===== src/rtl/seg_scan_display.sv =====
// Multiplexed 8-digit seven-segment driver with a per-digit buffer and an
// auto-sequence mode that steps the shown values on clock-enable ticks.
module seg_scan_display #(
  parameter int unsigned DIGITS    = 8,
  parameter int unsigned SCAN_DIV  = 50_000,
  parameter int unsigned STEP_SLOW = 50_000_000,
  parameter int unsigned STEP_FAST = 50_000
) (
  input  logic       clk,
  input  logic       rst,
  input  logic       wr_en,
  input  logic [2:0] wr_addr,
  input  logic [4:0] wr_data,
  input  logic       mode,
  input  logic       fast,
  output logic       step_tick,
  output logic [7:0] SEG,
  output logic [7:0] AN
);

  localparam int unsigned STEP_MAX = (STEP_SLOW > STEP_FAST) ? STEP_SLOW : STEP_FAST;
  localparam int unsigned SCAN_W   = $clog2(SCAN_DIV);
  localparam int unsigned STEP_W   = $clog2(STEP_MAX);

  localparam logic [SCAN_W-1:0] SCAN_LAST = SCAN_W'(SCAN_DIV - 1);
  localparam logic [SCAN_W-1:0] SCAN_ONE  = SCAN_W'(1);
  localparam logic [STEP_W-1:0] SLOW_LAST = STEP_W'(STEP_SLOW - 1);
  localparam logic [STEP_W-1:0] FAST_LAST = STEP_W'(STEP_FAST - 1);
  localparam logic [STEP_W-1:0] STEP_ONE  = STEP_W'(1);
  localparam logic [2:0]        POS_LAST  = 3'(DIGITS - 1);

  logic [SCAN_W-1:0] scan_cnt_q, scan_cnt_d;
  logic [2:0]        pos_q, pos_d;
  logic [STEP_W-1:0] step_cnt_q, step_cnt_d;
  logic [3:0]        offset_q, offset_d;
  logic              fast_q, fast_d;
  logic              step_tick_q, step_tick_d;
  logic [7:0]        seg_q, seg_d;
  logic [7:0]        an_q, an_d;
  logic [4:0]        digit_buf_q [8];
  logic [4:0]        digit_buf_d [8];

  logic              scan_wrap;
  logic [STEP_W-1:0] step_last;
  logic [4:0]        cur_entry;
  logic [3:0]        shown_code;
  logic              shown_blank;

  function automatic logic [7:0] hex_pattern(input logic [3:0] code);
    hex_pattern = 8'hFF;
    case (code)
      4'h0: hex_pattern = 8'hC0;
      4'h1: hex_pattern = 8'hF9;
      4'h2: hex_pattern = 8'hA4;
      4'h3: hex_pattern = 8'hB0;
      4'h4: hex_pattern = 8'h99;
      4'h5: hex_pattern = 8'h92;
      4'h6: hex_pattern = 8'h82;
      4'h7: hex_pattern = 8'hF8;
      4'h8: hex_pattern = 8'h80;
      4'h9: hex_pattern = 8'h98;
      4'hA: hex_pattern = 8'h88;
      4'hB: hex_pattern = 8'h83;
      4'hC: hex_pattern = 8'hC6;
      4'hD: hex_pattern = 8'hA1;
      4'hE: hex_pattern = 8'h86;
      4'hF: hex_pattern = 8'h8E;
      default: hex_pattern = 8'hFF;
    endcase
  endfunction

  // Scan position and digit buffer
  always_comb begin
    scan_wrap  = (scan_cnt_q == SCAN_LAST);
    scan_cnt_d = scan_wrap ? '0 : scan_cnt_q + SCAN_ONE;
    pos_d      = pos_q;
    if (scan_wrap) begin
      pos_d = (pos_q == POS_LAST) ? '0 : pos_q + 3'd1;
    end

    digit_buf_d = digit_buf_q;
    if (wr_en && (32'(wr_addr) < DIGITS)) begin
      digit_buf_d[wr_addr] = wr_data;
    end
  end

  // A change of fast restarts the interval so the new rate is measured from the toggle
  always_comb begin
    step_last   = fast ? FAST_LAST : SLOW_LAST;
    fast_d      = fast;
    step_tick_d = 1'b0;
    offset_d    = offset_q;
    step_cnt_d  = step_cnt_q + STEP_ONE;
    if (fast != fast_q) begin
      step_cnt_d = '0;
    end else if (step_cnt_q >= step_last) begin
      step_cnt_d  = '0;
      step_tick_d = 1'b1;
      if (mode) begin
        offset_d = offset_q + 4'd1;
      end
    end
  end

  // Output register lags pos by one clk; the wrap cycle blanks to hide ghosting
  always_comb begin
    cur_entry   = digit_buf_q[pos_q];
    shown_code  = mode ? ({pos_q, 1'b0} + offset_q) : cur_entry[3:0];
    shown_blank = ~mode & cur_entry[4];
    an_d        = 8'hFF;
    seg_d       = 8'hFF;
    if (!scan_wrap) begin
      an_d  = ~(8'h01 << pos_q);
      seg_d = shown_blank ? 8'hFF : hex_pattern(shown_code);
    end
  end

  always_ff @(posedge clk or posedge rst) begin
    if (rst) begin
      scan_cnt_q  <= '0;
      pos_q       <= '0;
      step_cnt_q  <= '0;
      offset_q    <= '0;
      fast_q      <= 1'b0;
      step_tick_q <= 1'b0;
      seg_q       <= '1;
      an_q        <= '1;
      digit_buf_q <= '{default: 5'h10};
    end else begin
      scan_cnt_q  <= scan_cnt_d;
      pos_q       <= pos_d;
      step_cnt_q  <= step_cnt_d;
      offset_q    <= offset_d;
      fast_q      <= fast_d;
      step_tick_q <= step_tick_d;
      seg_q       <= seg_d;
      an_q        <= an_d;
      digit_buf_q <= digit_buf_d;
    end
  end

  assign step_tick = step_tick_q;
  assign SEG       = seg_q;
  assign AN        = an_q;

endmodule

===== config.mk =====
export PLATFORM = sky130hd
export DESIGN_NAME = seg_scan_display
export DESIGN_NICKNAME = d
export VERILOG_FILES = /design/src/rtl/seg_scan_display.sv
export SDC_FILE = /design/constraint.sdc
export NUM_CORES = 1
export LEC_CHECK = 0
export ABC_AREA = 1
export BUFFER_PORTS_ARGS = -buffer_cell sky130_fd_sc_hd__buf_2
export CORE_MARGIN = 2
export CORE_UTILIZATION = 40
export DETAILED_ROUTE_END_ITERATION = 6
export GPL_TIMING_DRIVEN = 0
export SLEW_MARGIN = 20
export SYNTH_ARGS = -nofsm -noshare
export SYNTH_HDL_FRONTEND = slang
export SYNTH_SLANG_ARGS = --single-unit

===== constraint.sdc =====
create_clock -name clk -period 3.39 [get_ports clk]
set_input_delay 0.339 -clock clk [delete_from_list [all_inputs] [get_ports clk]]
set_output_delay 0.339 -clock clk [all_outputs]
set_load 0.02 [all_outputs]

-- After elaboration in Yosys (flattened, before gate mapping)
Memory sizes are Yosys's and may differ from the RTL's.
Cells that the tools add are included.
- memory bits (read-only): 112
- logic and storage cells: 55
- output and inout port bits: 17
- register bits: 107
- memories kept: 1
- memories (memory ; depth ; bits a word ; read ports ; clocked after Yosys merged registers in ; write ports ; line ; RTL):
    (name not given) ; 16 ; 7 ; 1 ; 0 ; 0 ; 51 ; case (code)
- order comparisons: 4
- bitwise gates (word level): 6
- add/sub/neg operators: 5
- reductions and logical operators: 2
- shift-type cells: 1
- multiplexer cells: 17
- eq/ne operators: 3
- operator list (kind ; number):
    $mux 26 ; 3
    $bwmux 40 ; 1
    $add 26x1->26 const B ; 1
    $ge 26x26->1 ; 1
    $mux 8 ; 3
    $add 16x1->16 const B ; 1
    $eq 16x16->1 const B ; 1
    $mux 16 ; 1
    $bmux 5 s3 ; 1
    $demux 5 s3 ; 1
    $mux 5 ; 3
    $ge 4x4->1 const B ; 2
    $not 3->4 ; 2
    $not 8->8 ; 1
    $shl 1x3->8 const A ; 1
    $add 4x1->4 const B ; 1
    $add 4x4->4 ; 1
    $lt 4x1->1 const B ; 1
    $mux 4 ; 1
    $add 3x1->3 const B ; 1
    $eq 3x3->1 const B ; 1
    $mux 3 ; 1
    $reduce_and 3->1 ; 1
    $mux 1 ; 2
    4 further kinds ; 5

-- Longest topological paths before layout
An unclocked memory read counts as a cell.
- word-level depth: 8
- mapped depth: 15
- gate-level depth less buffers: 13

-- Worst setup path after synthesis
No wires, ideal clock.
- kind: register -> register
- start: reg pos_q[1]
- end: reg seg_q[4] (netlist: SEG[4])
- path slack: 1.486 ns
- required time: 3.311 ns
- buffers on the path: 2
- setup time: 0.079 ns
- stages on the path, launching flop included: 10
- arrival: 1.825 ns
- cell sequence: dfrtp_1 inv_1 buf_2 fa_1 or2_2 nand2_2 buf_4 nor2_1 a21oi_1 nand2_1
- word-level cells in the longest chain between the ends: 8
- elaborated cells between the ends (all ways): 10
- classes of those cells: add/sub (1); mux (6); bitwise (2); memory (1)
- ends and longest elaborated chain (what ; line ; RTL):
    start, declared ; 33 ; logic [2:0] pos_q, pos_d;
    start signal, assigned ; 131 ; pos_q <= pos_d;
    $not 3->4 (implied by the code) ; 107 ; cur_entry = digit_buf_q[pos_q];
    $bmux 5 s3 ; 107 ;
    $mux 5 (implied by the code) (2 in a row) ; 107 ;
    $mux 4 ; 108 ; shown_code = mode ? ({pos_q, 1'b0} + offset_q) : cur_entry[3:0];
    $mem_v2 16x7 ; -- ;
    $mux 8 * ; 114 ; seg_d = shown_blank ? 8'hFF : hex_pattern(shown_code);
    $mux 8 * ; 112 ; if (!scan_wrap) begin
    named net seg_d[4] ; 38 ; logic [7:0] seg_q, seg_d;
    end signal, assigned ; 136 ; seg_q <= seg_d;
    end, declared ; 38 ;
Mark *: on every way through the listed nets, which the timed path passes. The rest lies on a longest branch. The select of a mux whose other input is x is not followed.
A chain may end at the register's enable or synchronous reset.

-- Worst setup path after layout
- start: reg pos_q[1]
- end: reg seg_q[1] (netlist: SEG[1])
Same word-level chain as after synthesis.

==> results.json <==
{
  "grt_pass1_wl_mm": 22.0,
  "rows": 44,
  "place_congestion": 0.878,
  "dp_hpwl_mm": 9.26,
  "grt_pass1_vias": 4525,
  "crit_type": "reg -> reg",
  "path_clk_slew_ns": 0.08,
  "cts-resized-gates": 0,
  "seq_area_frac_synth": 0.459,
  "die_x_um": 125,
  "hold_end": "digit_buf_q[2]",
  "drc": 0,
  "grt_usage": 0.172,
  "holdPathStages": 3,
  "leakagePower_uw": 0.00308,
  "r2r-end": "SEG[1]",
  "cts_buffers": 9,
  "globalRouteOverflowTotal": 0,
  "clk_latency_ns": 0.35,
  "synthesis.nets": 752,
  "fillers": 1426,
  "cts.path.max_buffers": 2,
  "ys.flop_type": "dfrtp_1",
  "startpoint_type": "flop",
  "period_minus_slack_ns": 2.21,
  "cts_root_buf": "clkbuf_16",
  "ys_warn_count": 0,
  "via_count": 4649,
  "drv_slew": 0,
  "r2r_cells": 10,
  "final_nets": 793,
  "path_max_fanout": 12,
  "ant_nets": 0,
  "drt_pass1_iterations": 5,
  "viasPerCell": 4.94,
  "htreeDepth": 3,
  "finalSetupViolations": 0,
  "power_density_mw_per_mm2": 435,
  "syn_to_final_growth_pct": 11.7,
  "timing.final.hold_violations": 0,
  "worstHoldStart": "wr_data[2]",
  "crit-reg2reg-launch": "pos_q[1]",
  "antenna_found_initial": 0,
  "post_cts_buffers": 0,
  "die_area_mm2": 0.0156,
  "fmax_ghz": 0.452,
  "clock_sinks": 106,
  "synth.avg_cell_area_um2": 8.22,
  "worstMarginPinSlew_ns": 0.591,
  "start_util": 0.405,
  "ys_seq_elements": 106,
  "maxCapViolCount": 0,
  "slew_headroom": 0.604,
  "skew_ns": 0.00837,
  "routedWlPerCell_um": 13.5,
  "status": "complete, no violations",
  "coreArea_mm2": 0.0144,
  "ys_types": 42,
  "ioPinCount": 30,
  "numPortBuffers": 28,
  "cp_data_required_time_ns": 3.69,
  "post_dp_cell_area_mm2": 0.00625,
  "layout-drive-gt1-share": 0.161,
  "synthCells": 711,
  "hold_class": "in -> reg",
  "mostFrequentLayoutCells": "176 x nand2_1, 83 x dfrtp_1, 75 x inv_1",
  "r2r_slack_ns": 1.18,
  "drt-total-wl_mm": 12.7,
  "period_share": 0.652,
  "critPathCaptureType": "flop",
  "synth_async_sr_flop_share": 1.00,
  "synth-edff-count": 0,
  "cp.arrival_ns": 2.51,
  "setup_tns_ns": 0,
  "die-height_um": 125,
  "drt-initial-drc-count": 409,
  "rsz0062_at_grt": "no",
  "layout_commonest_cell": "nand2_1",
  "antennaDiodeCount": 0,
  "netlist_area_mm2": 0.00584,
  "stdcell_area_mm2": 0.00653,
  "grt_max_degree": 85,
  "cts_tree": "built",
  "irDropWorstVdd_mv": 0.251,
  "final_util": 0.452
}
-- stage by stage --
step	instances	setup slack (ns)	hold WS, ns	power (uW)
6_report	941	1.18	0.193	2840
2_1_floorplan	711	0.300	0.370	1770
3_3_place_gp	923	-0.882	0.449	1860
3_5_place_dp	924	1.15	0.305	1880
5_1_grt	941	0.983	0.209	2990
4_1_cts	941	1.17	0.188	2870
-- report_power, final --
group	switching (uW)	leakage [uW]	total, uW	internal, uW
Combinational	246	0.00161	386	140
Sequential	58.3	0.00133	1470	1410
Clock	479	0.000132	983	504
Total	783	0.00308	2840	2050
-- cells by family after synthesis --
| logic type | Yosys count | share of synthesized area |
|---|---|---|
| flops | 106 | 0.459 |
| buf+inv | 93 | 0.0698 |
| fa+ha+maj | 28 | 0.0612 |
| simple gates | 374 | 0.290 |
| xor+xnor | 32 | 0.0480 |
| other cells | 1 | 0.000642 |
| compound gates | 77 | 0.0711 |
-- worst max path at each step --
stage / from / endpoint / slack (ns) / depth (start not counted)
4_1_cts: pos_q[1] / SEG[4] / 1.17 / 9
5_1_grt: pos_q[1] / SEG[4] / 0.98 / 11
3_5_place_dp: fast / step_cnt_q[5] / 1.15 / 11
3_3_place_gp: rst / scan_cnt_q[13] / -0.88 / 2
2_1_floorplan: rst / digit_buf_q[0] / 0.30 / 1
6_report: pos_q[1] / SEG[1] / 1.18 / 10
-- metal layers --
| layer | GRT usage | wire length [um] |
|---|---|---|
| met5 | 0 | 0 |
| met3 | 0.0232 | 295 |
| met1 | 0.243 | 6510 |
| met2 | 0.267 | 5670 |
| met4 | 0.0732 | 227 |
-- final cells by class --
class                           count  area [um^2]  share of cell area
Clock inverter                      5         37.5             0.00575
Clock buffer                       11          233              0.0357
Timing Repair Buffer               30          178              0.0272
Sequential cell                   106         2680               0.411
Inverter                           83          319              0.0489
Buffer                             10         93.8              0.0144
Multi-Input combinational cell    512         2750               0.422
Tap cell                          184          230              0.0353
-- cells in the mapped netlist, types with 2 or more instances --
master,number,area [um^2]
a21oi_1,14,70.1
buf_2,3,15.0
buf_4,2,15.0
buf_6,3,33.8
buf_8,2,30.0
dfrtp_1,83,2080
dfstp_2,23,604
ha_1,27,338
inv_1,76,285
inv_2,5,18.8
nand2_1,176,661
nand2_2,4,25.0
nand3_1,59,295
nand3_2,2,20.0
nand3b_1,3,22.5
nand4_1,17,106
nor2_1,66,248
nor2_2,21,131
nor3_1,13,65.1
nor3_2,7,70.1
o211ai_1,3,22.5
o21ai_0,52,260
xnor2_1,8,70.1
xor2_1,24,210
-- registers in the layout, indices dropped and copies added (netlist names) --
| signal | count |
|---|---|
| SEG | 7 |
| pos_q | 3 |
| digit_buf_q | 40 |
| scan_cnt_q | 16 |
| offset_q | 4 |
| step_cnt_q | 26 |
| step_tick | 1 |
| fast_q | 1 |
| AN | 8 |
-- critical path, cell delays in order (launching register included) --
cell,delay (ns)
dfrtp_1,0.44
inv_1,0.11
buf_2,0.28
fa_1,0.44
or2_2,0.35
nand2_2,0.10
buf_4,0.16
inv_2,0.04
nand2_1,0.08
nand3_1,0.07
nand2_1,0.07
-- repair_timing --
action | CTS | global route
endpoints found under the setup margin | 0 | 0
hold buffers | 1 | 0
endpoints found under the hold margin | 18 | 0
(Power assumes the default switching activity.)
